$ cat src/rtl/axis_pkt_arbiter_pkg.sv
// Shared types and constants for the packet-granular AXIS arbiter.
package axis_arb_pkg;

  typedef enum logic {
    IDLE = 1'b0,
    LOCK = 1'b1
  } arb_state_t;

  localparam int AXIS_DATA_W = 8;
  localparam int AXIS_BEAT_W = AXIS_DATA_W + 1;

endpackage

$ cat src/rtl/axis_pkt_arbiter_if.sv
// Bundle of the per-source AXIS inputs, the FIFO-side AXIS output and arbiter status.
// Handshake: a beat moves on a rising edge where valid and ready are both high; valid
// must not depend on ready, and data/last hold while valid is high and ready is low.
interface axis_pkt_arbiter_if #(
  parameter int NUM_REQ = 4,
  parameter int DATA_W  = 8
);
  localparam int ID_W = (NUM_REQ > 1) ? $clog2(NUM_REQ) : 1;

  logic [NUM_REQ*DATA_W-1:0] s_axis_data;
  logic [NUM_REQ-1:0]        s_axis_valid;
  logic [NUM_REQ-1:0]        s_axis_last;
  logic [NUM_REQ-1:0]        s_axis_ready;
  logic [DATA_W-1:0]         m_axis_data;
  logic                      m_axis_valid;
  logic                      m_axis_last;
  logic                      m_axis_ready;
  logic [ID_W-1:0]           grant_id;
  logic                      busy;

  // slave: the arbiter itself; master: the sources plus the FIFO sink around it
  modport slave (
    input  s_axis_data, s_axis_valid, s_axis_last, m_axis_ready,
    output s_axis_ready, m_axis_data, m_axis_valid, m_axis_last, grant_id, busy
  );

  modport master (
    output s_axis_data, s_axis_valid, s_axis_last, m_axis_ready,
    input  s_axis_ready, m_axis_data, m_axis_valid, m_axis_last, grant_id, busy
  );

endinterface

$ cat src/rtl/axis_pkt_arbiter_rr_pick.sv
// Rotating-priority encoder: first requester after i_last_gnt, wrapping modulo NUM_REQ.
module rr_pick #(
  parameter int NUM_REQ = 4,
  parameter int ID_W    = 2
) (
  input  logic [NUM_REQ-1:0] i_req,
  input  logic [ID_W-1:0]    i_last_gnt,
  output logic [ID_W-1:0]    o_gnt_id,
  output logic               o_gnt_vld
);

  always_comb begin
    o_gnt_id  = '0;
    o_gnt_vld = 1'b0;
    for (int k = 1; k <= NUM_REQ; k++) begin
      if (!o_gnt_vld && i_req[(int'(i_last_gnt) + k) % NUM_REQ]) begin
        o_gnt_id  = ID_W'((int'(i_last_gnt) + k) % NUM_REQ);
        o_gnt_vld = 1'b1;
      end
    end
  end

endmodule

$ cat src/rtl/axis_pkt_arbiter.sv
// Packet-granular round-robin arbiter feeding one AXIS FIFO write port through a register.
// Optional per-source completed-packet counters: define AXIS_ARB_PKT_CNT_EN.
module axis_pkt_arbiter
  import axis_arb_pkg::*;
#(
  parameter int NUM_REQ = 4,
  parameter int DATA_W  = 8
`ifdef AXIS_ARB_PKT_CNT_EN
  ,
  parameter int CNT_W   = 16
`endif
) (
  input  logic                     clk,
  input  logic                     rst_n,
  axis_pkt_arbiter_if.slave        bus
`ifdef AXIS_ARB_PKT_CNT_EN
  ,
  output logic [NUM_REQ*CNT_W-1:0] pkt_cnt
`endif
);

  localparam int ID_W   = (NUM_REQ > 1) ? $clog2(NUM_REQ) : 1;
  localparam int BEAT_W = AXIS_BEAT_W - AXIS_DATA_W + DATA_W;

  arb_state_t         r_state;
  logic [ID_W-1:0]    r_grant;
  logic [ID_W-1:0]    r_last_gnt;
  logic [BEAT_W-1:0]  r_beat;
  logic               r_m_valid;

  logic [ID_W-1:0]    w_pick_id;
  logic               w_pick_vld;
  logic               w_out_free;
  logic               w_accept;
  logic               w_src_last;
  logic [DATA_W-1:0]  w_src_data;
  logic [NUM_REQ-1:0] w_ready;

  rr_pick #(
    .NUM_REQ (NUM_REQ),
    .ID_W    (ID_W)
  ) u_rr_pick (
    .i_req      (bus.s_axis_valid),
    .i_last_gnt (r_last_gnt),
    .o_gnt_id   (w_pick_id),
    .o_gnt_vld  (w_pick_vld)
  );

  assign w_out_free = ~r_m_valid | bus.m_axis_ready;
  assign w_src_data = bus.s_axis_data[r_grant*DATA_W +: DATA_W];
  assign w_src_last = bus.s_axis_last[r_grant];
  assign w_accept   = (r_state == LOCK) & w_out_free & bus.s_axis_valid[r_grant];

  always_comb begin
    w_ready = '0;
    if (r_state == LOCK && w_out_free) w_ready[r_grant] = 1'b1;
  end

  always_ff @(posedge clk or negedge rst_n) begin
    if (!rst_n) begin
      r_state    <= IDLE;
      r_grant    <= '0;
      r_last_gnt <= ID_W'(NUM_REQ - 1);
    end else begin
      case (r_state)
        IDLE: if (w_pick_vld) begin
          r_grant <= w_pick_id;
          r_state <= LOCK;
        end
        LOCK: if (w_accept && w_src_last) begin
          r_last_gnt <= r_grant;
          r_state    <= IDLE;
        end
        default: r_state <= IDLE;
      endcase
    end
  end

  // Output stage holds its beat while the FIFO stalls
  always_ff @(posedge clk or negedge rst_n) begin
    if (!rst_n) begin
      r_beat    <= '0;
      r_m_valid <= 1'b0;
    end else if (w_accept) begin
      r_beat    <= {w_src_last, w_src_data};
      r_m_valid <= 1'b1;
    end else if (bus.m_axis_ready) begin
      r_m_valid <= 1'b0;
    end
  end

`ifdef AXIS_ARB_PKT_CNT_EN
  logic [NUM_REQ*CNT_W-1:0] r_pkt_cnt;

  always_ff @(posedge clk or negedge rst_n) begin
    if (!rst_n) begin
      r_pkt_cnt <= '0;
    end else if (w_accept && w_src_last) begin
      r_pkt_cnt[r_grant*CNT_W +: CNT_W] <= r_pkt_cnt[r_grant*CNT_W +: CNT_W] + CNT_W'(1);
    end
  end

  assign pkt_cnt = r_pkt_cnt;
`endif

  assign bus.s_axis_ready = w_ready;
  assign bus.m_axis_data  = r_beat[DATA_W-1:0];
  assign bus.m_axis_last  = r_beat[DATA_W];
  assign bus.m_axis_valid = r_m_valid;
  assign bus.grant_id     = r_grant;
  assign bus.busy         = (r_state == LOCK);

endmodule

$ cat src/flat_wrapper.sv
// flat-port wrapper written by rule: the top's interface ports become plain ports
module axis_pkt_arbiter_flat import axis_arb_pkg::*;
#(
  parameter int NUM_REQ = 4,
  parameter int DATA_W  = 8

)
  (clk, rst_n, bus_s_axis_data, bus_s_axis_valid, bus_s_axis_last, bus_m_axis_ready, bus_s_axis_ready, bus_m_axis_data, bus_m_axis_valid, bus_m_axis_last, bus_grant_id, bus_busy);
  axis_pkt_arbiter_if #(.NUM_REQ(NUM_REQ), .DATA_W(DATA_W)) bus_i ();
  input  logic clk;
  input  logic rst_n;
  input wire logic [$bits(bus_i.s_axis_data)-1:0] bus_s_axis_data;
  input wire logic [$bits(bus_i.s_axis_valid)-1:0] bus_s_axis_valid;
  input wire logic [$bits(bus_i.s_axis_last)-1:0] bus_s_axis_last;
  input wire logic [$bits(bus_i.m_axis_ready)-1:0] bus_m_axis_ready;
  output wire logic [$bits(bus_i.s_axis_ready)-1:0] bus_s_axis_ready;
  output wire logic [$bits(bus_i.m_axis_data)-1:0] bus_m_axis_data;
  output wire logic [$bits(bus_i.m_axis_valid)-1:0] bus_m_axis_valid;
  output wire logic [$bits(bus_i.m_axis_last)-1:0] bus_m_axis_last;
  output wire logic [$bits(bus_i.grant_id)-1:0] bus_grant_id;
  output wire logic [$bits(bus_i.busy)-1:0] bus_busy;
  assign bus_i.s_axis_data = bus_s_axis_data;
  assign bus_i.s_axis_valid = bus_s_axis_valid;
  assign bus_i.s_axis_last = bus_s_axis_last;
  assign bus_i.m_axis_ready = bus_m_axis_ready;
  assign bus_s_axis_ready = bus_i.s_axis_ready;
  assign bus_m_axis_data = bus_i.m_axis_data;
  assign bus_m_axis_valid = bus_i.m_axis_valid;
  assign bus_m_axis_last = bus_i.m_axis_last;
  assign bus_grant_id = bus_i.grant_id;
  assign bus_busy = bus_i.busy;
  axis_pkt_arbiter #(.NUM_REQ(NUM_REQ), .DATA_W(DATA_W)) u_core (.clk(clk), .rst_n(rst_n), .bus(bus_i));
endmodule
$ cat config.mk
export PLATFORM = sky130hd
export DESIGN_NAME = axis_pkt_arbiter_flat
export DESIGN_NICKNAME = d
export VERILOG_FILES = /design/src/rtl/axis_pkt_arbiter_pkg.sv /design/src/rtl/axis_pkt_arbiter_if.sv /design/src/rtl/axis_pkt_arbiter_rr_pick.sv /design/src/rtl/axis_pkt_arbiter.sv /design/src/flat_wrapper.sv
export SDC_FILE = /design/constraint.sdc
export NUM_CORES = 1
export LEC_CHECK = 0
export CAP_MARGIN = 20
export CORE_MARGIN = 3
export CORE_UTILIZATION = 36
export DETAILED_ROUTE_END_ITERATION = 10
export PLACE_DENSITY_LB_ADDON = 0.2
export REMOVE_ABC_BUFFERS = 1
export SYNTH_ARGS = -nofsm -noshare
export SYNTH_HDL_FRONTEND = slang
export SYNTH_SLANG_ARGS = --single-unit
$ cat constraint.sdc
create_clock -name clk -period 2 [get_ports clk]
set_clock_uncertainty 0.2 [all_clocks]
set_input_delay 0.3 -clock clk [delete_from_list [all_inputs] [get_ports clk]]
set_output_delay 0.3 -clock clk [all_outputs]
set_load 0.02 [all_outputs]
Word level (Yosys, flattened, before mapping) --
Cells that the tools add are included.
Cells by class: add/subtract/negate cells 4, $lt $le $gt $ge 6, shift-type cells 1, mux-type cells 32, bitwise operators 9, reduce and logical (&&, ||, !) cells 16
Operators with widths (count):
- $shiftx A32 B6 Y8 | 1
- $mux W1 | 19
- $lt A3 B4 Y1 const B | 4
- $bmux W1 S2 | 6
- $mux W2 | 4
- $reduce_or A2 Y1 | 4
- $logic_and A1 B1 Y1 | 6
- $add A2 B1 Y2 const B | 2
- $add A2 B2 Y2 const B | 2
- $and A1 B1 Y1 const A | 4
- $mux W4 | 1
- $reduce_and A2 Y1 | 2
- $logic_not A1 Y1 | 3
- $lt A2 B3 Y1 const B | 1
- $and A1 B1 Y1 | 2
- $demux W1 S2 | 1
- $ge A2 B1 Y1 const B | 1
- $not A1 Y1 | 2
- $pmux W1 S2 | 1
- $reduce_bool A2 Y1 | 1
- $or A1 B1 Y1 | 1
Storage, ports and cells: bits in registers 15, bits of input ports 43

Longest topological paths before layout --
depth after elaboration 18, mapped depth 4

Hierarchy --
Synthesis repeated with hierarchy kept, for this count alone.
Unflattened totals: cells, all modules 69, area total of the unflattened synthesis 972.2 um^2
By module, submodules not included:
- axis_pkt_arbiter | times used 1, cells an instance 55, area each 880.8 um^2, seq. area each 377.9 um^2
- rr_pick | times used 1, cells an instance 14, area each 91.3 um^2, seq. area each 0.0 um^2

Worst setup path before layout --
Ideal clock, no wire load.
kind reg-to-reg, start point register u_core.r_grant[0] (netlist: u_core.bus.grant_id[0]), end point register u_core.r_beat[0], library setup time 0.125 ns, arrival 1.640 ns, required time 1.675 ns, setup slack 0.035 ns, stages on the path, launching flop included 5, path buffers 1, period minus slack after synthesis 1.965 ns, cell sequence dfrtp_1 -> buf_6 -> mux4_2 -> nand3_4 -> mux2_2
Between the ends: longest elaborated chain between the ends 3, elaborated cells between the ends (all ways) 4, those cells by class shift: 1; mux: 2; bitwise: 1
Ends and longest elaborated chain:
- start: declaration | RTL line axis_pkt_arbiter.sv:26 | logic [ID_W-1:0] r_grant;
- start signal: assignment | RTL line axis_pkt_arbiter.sv:67 | r_grant <= w_pick_id;
- parallel branches: the longest is 3 deep, another holds $shiftx A32 B6 Y8
- end signal: assignment | RTL line axis_pkt_arbiter.sv:85 | r_beat <= {w_src_last, w_src_data};
- end: declaration | RTL line axis_pkt_arbiter.sv:28 | logic [BEAT_W-1:0] r_beat;
Parallel ways; which one is timed is not known. The select of a mux whose other input is x is not followed. A chain may end at the register's enable or synchronous reset.

Final worst setup path --
start point input port bus_m_axis_ready, end point output port bus_s_axis_ready[3]
Between the ends: longest elaborated chain between the ends 3
Ends and longest elaborated chain:
- start: declaration | RTL line flat_wrapper.sv:15 | input wire logic [$bits(bus_i.m_axis_ready)-1:0] bus_m_axis_ready;
- $or A1 B1 Y1 | RTL line axis_pkt_arbiter.sv:49 | assign w_out_free = ~r_m_valid | bus.m_axis_ready;
- $logic_and A1 B1 Y1 | RTL line axis_pkt_arbiter.sv:56 | if (r_state == LOCK && w_out_free) w_ready[r_grant] = 1'b1;
- $mux W4 | RTL line axis_pkt_arbiter.sv:56
- end: declaration | RTL line flat_wrapper.sv:16 | output wire logic [$bits(bus_i.s_axis_ready)-1:0] bus_s_axis_ready;
No other way between the ends.

==> run summary <==
Number of antenna diodes: 0
Critical Path AT: 1.42 ns
Post-route fraction of the period consumed by the critical path: 96.2%
Average detailed-routed wire length per instance: 15.4 um
IO Count: 60
Core box area: 0.00252 mm^2
Via count of the first global-routing pass: 922
Mapped Avg Cell Area: 13.9 um^2
Detailed Route Iter0 Violations: 8
Aggregate negative setup slack: 0 ns
Register bit count reported by yosys: 15
Die Y-Extent: 58.0 um
Clock Sink Count: 15
Final-report max-slew violation count: 0
Count of buffers added by post-CTS timing repair for setup: 0
Total global routing overflow: 0
Number of hold-slack violations in the final timing report: 0
Final Setup Violations: 0
Type of origin of the critical path: input pin
Routability congestion estimate: 0.879
Commonest non-fill, non-tap cell in the layout: clkdlybuf4s50_1
Largest vdd supply drop: 0.000813 V
Number of distinct library cell variants in the gate-level netlist after synthesis: 28
Power per cell area: 1330 mW/mm^2
Peak Freq: 520 MHz
EDFF count, synth: 0
R2R depth: 3
Largest net degree at the start of global routing: 16
Area share of the leading cell type in the synthesized netlist: 33.4%
Total CTS buffers: 3
Outcome: finished clean
Count of hold-fix buffers inserted at cts: 0
Final non-filler cell total: 171
Number of antenna-violating nets in the routed design: 0
Path class of the lowest-slack min-delay path: in2async
Clock period minus final worst setup slack: 1.92 ns
Transition time of the tightest slew-check pin: 0.548 ns
Overall Power: 0.00225 W
Die Footprint: 0.00337 mm^2
Number of cells in the design after placement: 167
Source-to-sink clock delay at the later pin of the worst-skew pair: 0.28 ns
Library cell used as clock root buffer: clkbuf_4
Drt drc: 0
R2R setup slack: 0.10 ns
Antenna violations before repair: 0
Slew headroom: 63.1%
Synthesized area: 975 um^2
Detailed Route WL: 2.64 mm
Warnings, synthesis: 0
Standard-cell row count: 18
Max cap viols: 0
Via density per instance: 5.23
Area grow syn2layout: 72.7%
Synthesized instance count: 70
Commonest cells after routing, fill and taps aside: clkdlybuf4s50_1, buf_4, dfrtp_1
WP data required: 1.50 ns
LEAKAGE: 0.715 nW
Post-synth top flop: dfrtp_1
Deepest level of the CTS H-tree: 1
Detailed placement HPWL: 2.20 mm
Layout cells sized above 1: 27.7%
Detailed-router iteration count before antenna repair: 4
Setup repair after global routing missed its margin: no
Crit Path Class: in2out
Final layout net count: 185
Via count: 894
First-pass GRT wire length: 4.36 mm
Ranking of synthesized cells by area: dfrtp_1, mux4_1, mux2_2
Cell type contributing the most total cell area after synthesis: dfrtp_1
Total of buffers placed on input and output ports: 59
Critical path fanouts, max: 3
Chip width: 58.0 um
Kind of end point of the critical path: primary output
GR Util All Layers: 17.1%
Longest Clk Path Bufs: 2
Async set-or-reset flop fraction in the synthesized netlist: 100%
Portion of the post-synthesis area used by sequential elements: 38.8%
Register clock-pin slew on the reported worst setup and hold paths: 0.09 ns
TritonCTS clock tree: done
Initial cell density of the core: 38.6%
[logic make-up after synthesis]
logic type / after synthesis / share of synthesized area, %
mux: 21 / 38.0
simple gates: 20 / 13.1
buf+inv: 6 / 4.11
compound gates: 8 / 6.03
flops: 15 / 38.8
[cell type report]
class                      count  area [um^2]
fill                         208          840
clock buffer                   4         26.3
multi-input combinational     49          557
tap                           30         37.5
timing repair buffer          71          674
sequential                    15          380
inverter                       2         7.51
[worst max-delay path, stage by stage]
cell and delay [ns]:
clkdlybuf4s50_1 0.44, nand2b_1 0.14, nand3_1 0.11, nor2_1 0.09, dlygate4sd2_1 0.34
[per-stage QoR]
stage / cell area, um^2 / hold WS, ns / util (%) / setup slack, ns
after floorplan: 942 / -0.196 / - / -0.218
after global placement: 1660 / 0.277 / 65.8 / -0.211
after detailed placement: 1660 / 0.285 / 65.8 / -0.319
after CTS: 1690 / 0.120 / 66.9 / 0.00575
after global routing: 1680 / 0.117 / 66.7 / 0.0155
final: 1680 / 0.116 / 66.7 / 0.0754
[routing by layer]
metal	global-route usage, %	vias to the layer above	wire [um]
li1	-	421	-
met1	20.9	429	1050
met2	30.2	42	1320
met3	4.01	2	259
met4	4.97	0	14
met5	0	-	0
[synthesized netlist by cell type, types with 2 or more instances]
cell / instances
nand2_1: 2
dfstp_2: 2
and3b_1: 2
dfrtp_1: 13
inv_1: 2
mux4_1: 6
mux4_2: 4
nor3_1: 3
mux2_2: 10
nand2b_1: 3
nor2_1: 4
clkbuf_1: 2
a21oi_1: 2
[what timing repair did]
item,CTS,global route
pin swaps,0,0
cloned,0,0
gates resized for setup,14,2
endpoints found under the setup margin,6,2
[final timing paths]
| kind | startpoint | end |
|---|---|---|
| worst max register to register | u_core.bus.grant_id[0] | u_core.r_beat[7] |
| max in group asynchronous | rst_n | u_core.r_last_gnt[1] |
| worst min-delay path | rst_n | u_core.r_beat[2] |
| worst min register to register | u_core.r_beat[8] | u_core.r_beat[8] |
| min in group clk | u_core.r_beat[8] | u_core.r_beat[8] |
| worst max-delay path | bus_m_axis_ready | bus_s_axis_ready[3] |
[flip-flops by register name (all words and copies together) (netlist names)]
signal                   count
u_core.bus.m_axis_valid      1
u_core.r_last_gnt            2
u_core.r_beat                9
u_core.bus.busy              1
u_core.bus.grant_id          2
[report_power, final]
group / switching [W] / leakage (nW) / total [W] / internal (W)
sequential: 0.000127 / 0.170 / 0.000609 / 0.000482
combinational: 0.000642 / 0.530 / 0.00146 / 0.000821
clock: 0.0000958 / 0.0150 / 0.000173 / 0.0000773
total: 0.000865 / 0.715 / 0.00225 / 0.00138
Power figures use the tool's default switching activity.
